**src/rtl/spi_pkg.sv**
```systemverilog
// Shared types and helpers for the SPI SCLK/timing engine.
// Word/divider widths live here so the config struct has fixed field sizes.
package spi_pkg;

  localparam int unsigned MAX_BITS = 32;
  localparam int unsigned DIV_W    = 8;
  localparam int unsigned BITS_W   = $clog2(MAX_BITS + 1);
  localparam int unsigned EDGE_W   = BITS_W + 1;

  typedef enum logic [2:0] {IDLE, SETUP, RUN, HOLD, GAP} spi_state_e;

  typedef struct packed {
    logic              cpol;
    logic              cpha;
    logic [DIV_W-1:0]  half_div;
    logic [BITS_W-1:0] bits;
  } spi_cfg_t;

  typedef struct packed {
    logic sample;
    logic shift;
  } spi_strobe_t;

  // Clamp raw config: divider 0 -> 1, bits 0 or out of range -> MAX_BITS.
  function automatic spi_cfg_t cfg_normalize(logic cpol, logic cpha,
                                             logic [DIV_W-1:0] half_div,
                                             logic [BITS_W-1:0] bits);
    spi_cfg_t c;
    c.cpol     = cpol;
    c.cpha     = cpha;
    c.half_div = (half_div == '0) ? DIV_W'(1) : half_div;
    c.bits     = ((bits == '0) || (bits > BITS_W'(MAX_BITS))) ? BITS_W'(MAX_BITS) : bits;
    return c;
  endfunction

  // CPHA=0 samples on leading and shifts on trailing (the first bit is already out);
  // CPHA=1 shifts on leading and samples on trailing.
  function automatic spi_strobe_t mode_decode(logic cpha, logic leading, logic last);
    spi_strobe_t s;
    if (cpha) begin
      s.shift  = leading;
      s.sample = !leading;
    end else begin
      s.sample = leading;
      s.shift  = !leading && !last;
    end
    return s;
  endfunction

endpackage

```
**src/rtl/spi_sclk_engine_timer.sv**
```systemverilog
// Half-period tick generator: tick every half_div_i enabled cycles, restarts when disabled.
module spi_edge_timer
  import spi_pkg::*;
(
  input  logic             clk_i,
  input  logic             rst_i,
  input  logic             en_i,
  input  logic [DIV_W-1:0] half_div_i,
  output logic             tick_c_o
);

  logic [DIV_W-1:0] cnt_q;

  assign tick_c_o = en_i && (cnt_q == (half_div_i - DIV_W'(1)));

  always_ff @(posedge clk_i or posedge rst_i) begin
    if (rst_i) begin
      cnt_q <= '0;
    end else if (!en_i || tick_c_o) begin
      cnt_q <= '0;
    end else begin
      cnt_q <= cnt_q + DIV_W'(1);
    end
  end

endmodule

```
**src/rtl/spi_sclk_engine.sv**
```systemverilog
// SPI master clock/timing engine: per-transfer mode, word length, divider,
// CS setup/hold/gap sequencing and abort. All outputs are registered.
module spi_sclk_engine
  import spi_pkg::*;
#(
  parameter int unsigned CS_SETUP_CYC = 1,
  parameter int unsigned CS_HOLD_CYC  = 1,
  parameter int unsigned MIN_GAP_CYC  = 2
) (
  input  logic              i_Clk,
  input  logic              i_Rst,
  input  logic              i_Cfg_CPOL,
  input  logic              i_Cfg_CPHA,
  input  logic [DIV_W-1:0]  i_Cfg_Half_Div,
  input  logic [BITS_W-1:0] i_Cfg_Bits,
  input  logic              i_TX_DV,
  input  logic              i_Abort,
  output logic              o_TX_Ready,
  output logic              o_Busy,
  output logic              o_CS_Active,
  output logic              o_SPI_Clk,
  output logic              o_Leading_Edge,
  output logic              o_Trailing_Edge,
  output logic              o_Sample_Strobe,
  output logic              o_Shift_Strobe,
  output logic [BITS_W-1:0] o_Bit_Idx,
  output logic              o_Done
);

  localparam int unsigned CNT_MAX    = (1 << DIV_W) + CS_SETUP_CYC + CS_HOLD_CYC + MIN_GAP_CYC;
  localparam int unsigned CNT_W      = $clog2(CNT_MAX + 1);
  localparam int unsigned SETUP_LAST = (CS_SETUP_CYC > 0) ? CS_SETUP_CYC - 1 : 0;
  localparam int unsigned GAP_LAST   = (MIN_GAP_CYC > 0) ? MIN_GAP_CYC - 1 : 0;

  spi_state_e        state_q;
  spi_cfg_t          cfg_q;
  logic [CNT_W-1:0]  cnt_q;
  logic [EDGE_W-1:0] edge_q;
  logic [BITS_W-1:0] bit_idx_q;
  logic ready_q, busy_q, cs_q, sclk_q, lead_q, trail_q, sample_q, shift_q, done_q;

  logic              tick_c;
  logic              timer_en_c;
  logic [EDGE_W-1:0] edge_d;
  logic              leading_c;
  logic              last_c;
  logic [CNT_W-1:0]  hold_last_c;
  spi_strobe_t       strb_c;

  assign timer_en_c  = (state_q == RUN) && !i_Abort;
  assign edge_d      = edge_q + EDGE_W'(1);
  assign leading_c   = edge_d[0];
  assign last_c      = (edge_d == {cfg_q.bits, 1'b0});
  assign hold_last_c = CNT_W'(cfg_q.half_div) + CNT_W'(CS_HOLD_CYC) - CNT_W'(1);
  assign strb_c      = mode_decode(cfg_q.cpha, leading_c, last_c);

  spi_edge_timer u_timer (
    .clk_i      (i_Clk),
    .rst_i      (i_Rst),
    .en_i       (timer_en_c),
    .half_div_i (cfg_q.half_div),
    .tick_c_o   (tick_c)
  );

  always_ff @(posedge i_Clk or posedge i_Rst) begin
    if (i_Rst) begin
      state_q   <= IDLE;
      cfg_q     <= '0;
      cnt_q     <= '0;
      edge_q    <= '0;
      bit_idx_q <= '0;
      ready_q   <= 1'b1;
      busy_q    <= 1'b0;
      cs_q      <= 1'b0;
      sclk_q    <= 1'b0;
      lead_q    <= 1'b0;
      trail_q   <= 1'b0;
      sample_q  <= 1'b0;
      shift_q   <= 1'b0;
      done_q    <= 1'b0;
    end else begin
      lead_q   <= 1'b0;
      trail_q  <= 1'b0;
      sample_q <= 1'b0;
      shift_q  <= 1'b0;
      done_q   <= 1'b0;
      if ((state_q != IDLE) && i_Abort) begin
        sclk_q    <= cfg_q.cpol;
        cs_q      <= 1'b0;
        bit_idx_q <= '0;
        cnt_q     <= '0;
        state_q   <= (MIN_GAP_CYC == 0) ? IDLE : GAP;
        ready_q   <= (MIN_GAP_CYC == 0);
        busy_q    <= (MIN_GAP_CYC != 0);
      end else begin
        case (state_q)
          IDLE: begin
            sclk_q <= i_Cfg_CPOL;
            if (i_TX_DV) begin
              cfg_q     <= cfg_normalize(i_Cfg_CPOL, i_Cfg_CPHA, i_Cfg_Half_Div, i_Cfg_Bits);
              ready_q   <= 1'b0;
              busy_q    <= 1'b1;
              cs_q      <= 1'b1;
              cnt_q     <= '0;
              edge_q    <= '0;
              bit_idx_q <= '0;
              state_q   <= (CS_SETUP_CYC == 0) ? RUN : SETUP;
            end
          end
          SETUP: begin
            if (cnt_q == CNT_W'(SETUP_LAST)) begin
              cnt_q   <= '0;
              state_q <= RUN;
            end else begin
              cnt_q <= cnt_q + CNT_W'(1);
            end
          end
          RUN: begin
            if (tick_c) begin
              sclk_q   <= ~sclk_q;
              lead_q   <= leading_c;
              trail_q  <= !leading_c;
              sample_q <= strb_c.sample;
              shift_q  <= strb_c.shift;
              edge_q   <= edge_d;
              if (!leading_c && !last_c) bit_idx_q <= bit_idx_q + BITS_W'(1);
              if (last_c) begin
                cnt_q   <= '0;
                state_q <= HOLD;
              end
            end
          end
          HOLD: begin
            // Final half-period plus CS hold, then drop CS together with Done.
            if (cnt_q == hold_last_c) begin
              cs_q      <= 1'b0;
              done_q    <= 1'b1;
              bit_idx_q <= '0;
              cnt_q     <= '0;
              state_q   <= (MIN_GAP_CYC == 0) ? IDLE : GAP;
              ready_q   <= (MIN_GAP_CYC == 0);
              busy_q    <= (MIN_GAP_CYC != 0);
            end else begin
              cnt_q <= cnt_q + CNT_W'(1);
            end
          end
          GAP: begin
            if (cnt_q == CNT_W'(GAP_LAST)) begin
              cnt_q   <= '0;
              state_q <= IDLE;
              ready_q <= 1'b1;
              busy_q  <= 1'b0;
            end else begin
              cnt_q <= cnt_q + CNT_W'(1);
            end
          end
          default: state_q <= IDLE;
        endcase
      end
    end
  end

  assign o_TX_Ready      = ready_q;
  assign o_Busy          = busy_q;
  assign o_CS_Active     = cs_q;
  assign o_SPI_Clk       = sclk_q;
  assign o_Leading_Edge  = lead_q;
  assign o_Trailing_Edge = trail_q;
  assign o_Sample_Strobe = sample_q;
  assign o_Shift_Strobe  = shift_q;
  assign o_Bit_Idx       = bit_idx_q;
  assign o_Done          = done_q;

endmodule

```
**config.mk**
```make
export PLATFORM = sky130hd
export DESIGN_NAME = spi_sclk_engine
export DESIGN_NICKNAME = d
export VERILOG_FILES = /design/src/rtl/spi_pkg.sv /design/src/rtl/spi_sclk_engine_timer.sv /design/src/rtl/spi_sclk_engine.sv
export SDC_FILE = /design/constraint.sdc
export NUM_CORES = 1
export LEC_CHECK = 0
export ABC_AREA = 0
export BUFFER_PORTS_ARGS = -buffer_cell sky130_fd_sc_hd__buf_4
export CAP_MARGIN = 20
export CELL_PAD_IN_SITES_DETAIL_PLACEMENT = 1
export CELL_PAD_IN_SITES_GLOBAL_PLACEMENT = 1
export CORE_ASPECT_RATIO = 1.25
export CORE_MARGIN = 2
export CORE_UTILIZATION = 40
export CTS_BUF_LIST = sky130_fd_sc_hd__clkbuf_4
export CTS_CLUSTER_SIZE = 40
export DETAILED_ROUTE_END_ITERATION = 6
export HOLD_SLACK_MARGIN = 0.1
export PLACE_DENSITY_LB_ADDON = 0.12
export SETUP_SLACK_MARGIN = 0.3
export SYNTH_ARGS = -nofsm -noshare
export SYNTH_HDL_FRONTEND = slang
export SYNTH_SLANG_ARGS = --single-unit
```
**constraint.sdc**
```tcl
create_clock -name i_Clk -period 3.05 [get_ports i_Clk]
set_input_delay 0.4575 -clock i_Clk [delete_from_list [all_inputs] [get_ports i_Clk]]
set_output_delay 0.4575 -clock i_Clk [all_outputs]
set_load 0.05 [all_outputs]
```
==> results.yml <==
outcome:
  status: "completed"
placed_design:
  post-place-ws_ns: 0.350
  total_half_perimeter_wirelength_after_legalization_and_detailed_placement_um: 6630
  gp_congestion: 0.807
  numPlacedInstances: 489
  port_buffers: 34
  place_area_sq_mm: 0.00382
cells_and_area:
  final_area_sq_mm: 0.00399
  post-route-util: 0.485
  final_cell_mix: "sky130_fd_sc_hd__dfrtp_1 (55), sky130_fd_sc_hd__buf_4 (47), sky130_fd_sc_hd__nand2_1 (31), sky130_fd_sc_hd__nand2b_1 (21), sky130_fd_sc_hd__nor2_1 (20)"
  non_filler_cells_final: 507
  most_common_library_cell_in_the_layout_ignoring_fill_and_taps: "sky130_fd_sc_hd__dfrtp_1"
  areaGrowthSynthToFinish_pct: 17.2
  share_of_post_route_cells_with_drive_strength_above_1: 0.210
  fin_nets: 432
  antenna-diode-count: 0
clock_tree:
  h_tree_lvl_count: 3
  cts_tree: "yes"
  numClockSinks: 58
  clk_root_buffer_cell: "sky130_fd_sc_hd__clkbuf_4"
  numCtsBuffers: 9
  cts.reportedPaths.clkPinSlew_ns: 0.11
  insertion_delay_ns: 0.42
  maximum_root_to_sink_buffer_count: 2
global_routing:
  grt_pass1_vias: 3190
  grt_remaining_overflow: 0
  grt_max_degree: 28
  global_route_wire_length_before_repair_um: 15600
  globalRouteTotalUtil: 0.213
  grt_antenna_before_repair: 0
floorplan:
  boundaryPins: 35
  fp.coreArea_sq_mm: 0.00824
  die_area_sq_mm: 0.00928
  die_span_in_x_um: 86.5
  std_cell_rows: 37
  initial_utilization: 0.413
  die_h_um: 107
route:
  detail_route.wirelength_um: 8980
  wl_met2_um: 4650
  drtAntennaViolNets: 0
  wl_met1_um: 3910
  avgRoutedWirePerCell_um: 17.7
  residual_drc: 0
  highest_signal_layer_in_the_routed_design: "met4"
  firstDrtPassIters: 4
  wl_met3_um: 200
  vias: 2895
  drt_iter0_markers: 105
  route.detailed.vias_per_inst: 5.71
yosys:
  synth_nets: 388
  synthDominantCellAreaShare: 0.419
  yosysWarnings: 0
  synth_top_cell_by_area: "sky130_fd_sc_hd__dfrtp_1"
  postSynthRegisterBits: 58
  ys_async_sr_fraction: 1.00
  synth_area_leaders: "sky130_fd_sc_hd__dfrtp_1 (42%), sky130_fd_sc_hd__xnor2_1 (4.1%), sky130_fd_sc_hd__nand2b_1 (3.9%), sky130_fd_sc_hd__xor2_1 (3.9%), sky130_fd_sc_hd__nand2_1 (3.4%)"
  ys_types: 53
  mappedNetlistArea_sq_mm: 0.00341
  register_area_share_after_synthesis: 0.426
  synthCells: 361
  avgSynthCellArea_sq_um: 9.44
  synth_edf_count: 0
  postSynth.topFlopCell: "sky130_fd_sc_hd__dfrtp_1"
setup_path:
  required_ns: 3.34
  ff2ff_setup_slack_ns: 0.42
  ff2ff_path_depth: 8
  worst-setup-path-type: "flop to flop"
  cp-end-kind: "flop"
  worstSetupStartpointType: "flop"
  critical_path_peak_fanout: 9
  crit_arrival_ns: 2.92
pwr:
  pwr-share-seq: 0.368
  overall_power_mw: 3.12
  combPwrFrac: 0.456
  p_leak_nw: 1.76
  cellPowerDensity_mw_per_mm2: 781
  pwr-share-clk: 0.176
  p_int_mw: 1.78
  switching_share: 0.429
  power.net_switching_mw: 1.34
  vdd.ir_drop.worst_mv: 0.374
worst_hold_path:
  worst_hold_path.num_cells: 2
  hp-class: "primary input to flop"
timing:
  maxSlewHeadroom: 0.523
  setup_slack_ns: 0.422
  report.final.hold_viol_count: 0
  fmax_mhz: 381
  finalSetupViolations: 0
  finClkSkew_ns: 0.0201
  timing.hold.ws_ns: 0.263
  grt_setup_unrepaired: "true"
  timing.setup.tns_ns: 0
  finalWorstPathRequiredPeriod_ns: 2.63
  worst-slew-pin-transition_ns: 0.710
  final_min_period_over_clock_period: 0.862
  final-max-slew-violation-count: 0
job:
  drv_cap: 0
[power by group through the flow]
stage          logic (mW)  clock network, mW  registers, mW
4_1_cts              1.38              0.565           1.15
5_1_grt              1.57              0.604           1.18
3_5_place_dp         1.37                  0           1.16
3_3_place_gp         1.33                  0           1.16
2_1_floorplan       0.955                  0           1.17
6_report             1.42              0.549           1.15
[Yosys cell counts, drive strengths merged, types with 15 or more instances]
| cell type | number |
|---|---|
| dfrtp | 57 |
| a21oi | 16 |
| nand3 | 15 |
| inv | 15 |
| nand2 | 31 |
| nor2 | 20 |
| o21ai | 17 |
| nand2b | 21 |
| xnor2 | 16 |
| xor2 | 15 |
[registers in the layout, indices dropped and copies added (netlist names)]
register and count:
cnt_q 9, o_Busy 1, o_Sample_Strobe 1, o_TX_Ready 1, o_CS_Active 1, u_timer.cnt_q 8, o_Done 1, o_Trailing_Edge 1
state_q 3, edge_q 7, o_Leading_Edge 1, cfg_q 16, o_SPI_Clk 1, o_Bit_Idx 6, o_Shift_Strobe 1
[worst paths after layout]
kind | start | to
worst max register to register | edge_q[5] | cnt_q[6]
worst max-delay path | edge_q[5] | cnt_q[6]
worst min register to register | o_TX_Ready | o_TX_Ready
max in group asynchronous | i_Rst | o_TX_Ready
min in group asynchronous | i_Rst | u_timer.cnt_q[2]
worst min-delay path | i_Cfg_CPHA | cfg_q[14]
[kinds of logic (layout without fill, tap and decap cells)]
| family | count (synthesis) | after routing | share of synthesized area |
|---|---|---|---|
| AO/OA/AOI/OAI | 85 | 85 | 0.179 |
| XOR/XNOR | 31 | 31 | 0.0797 |
| adder cells (fa/ha/maj) | 7 | 7 | 0.0257 |
| buffers and inverters | 31 | 80 | 0.0353 |
| flip-flops | 58 | 58 | 0.426 |
| multiplexers | 17 | 17 | 0.0529 |
| AND/OR/NAND/NOR | 132 | 132 | 0.201 |
[per-layer routing]
metal  global-route usage  vias up
met5                    0        -
met4               0.0859        0
met3               0.0370       19
met2                0.366       42
met1                0.261     1441
li1                     -     1393
[final cells by class]
cell class | count | area [sq um]
Timing Repair Buffer | 49 | 383
Inverter | 15 | 56.3
Tap cell | 97 | 121
Sequential cell | 58 | 1460
Multi-Input combinational cell | 272 | 1850
Clock buffer | 9 | 67.6
Fill cell | 969 | 4250
Clock inverter | 7 | 60.1
[critical path: stages (launching register included)]
cell	delay (ns)
sky130_fd_sc_hd__dfrtp_1	0.45
sky130_fd_sc_hd__xor2_1	0.20
sky130_fd_sc_hd__or3b_1	0.41
sky130_fd_sc_hd__a2111oi_4	0.38
sky130_fd_sc_hd__nand2_1	0.16
sky130_fd_sc_hd__o311a_1	0.39
sky130_fd_sc_hd__a211oi_4	0.26
sky130_fd_sc_hd__buf_12	0.16
sky130_fd_sc_hd__a31oi_1	0.09
[timing repair]
item | CTS | global route
hold buffers | 1 | 0
resized for setup | 0 | 5
hold endpoints to repair | 10 | 0
buffers inserted | 0 | 1
endpoints found under the setup margin | 0 | 13
(Power assumes the default switching activity.)
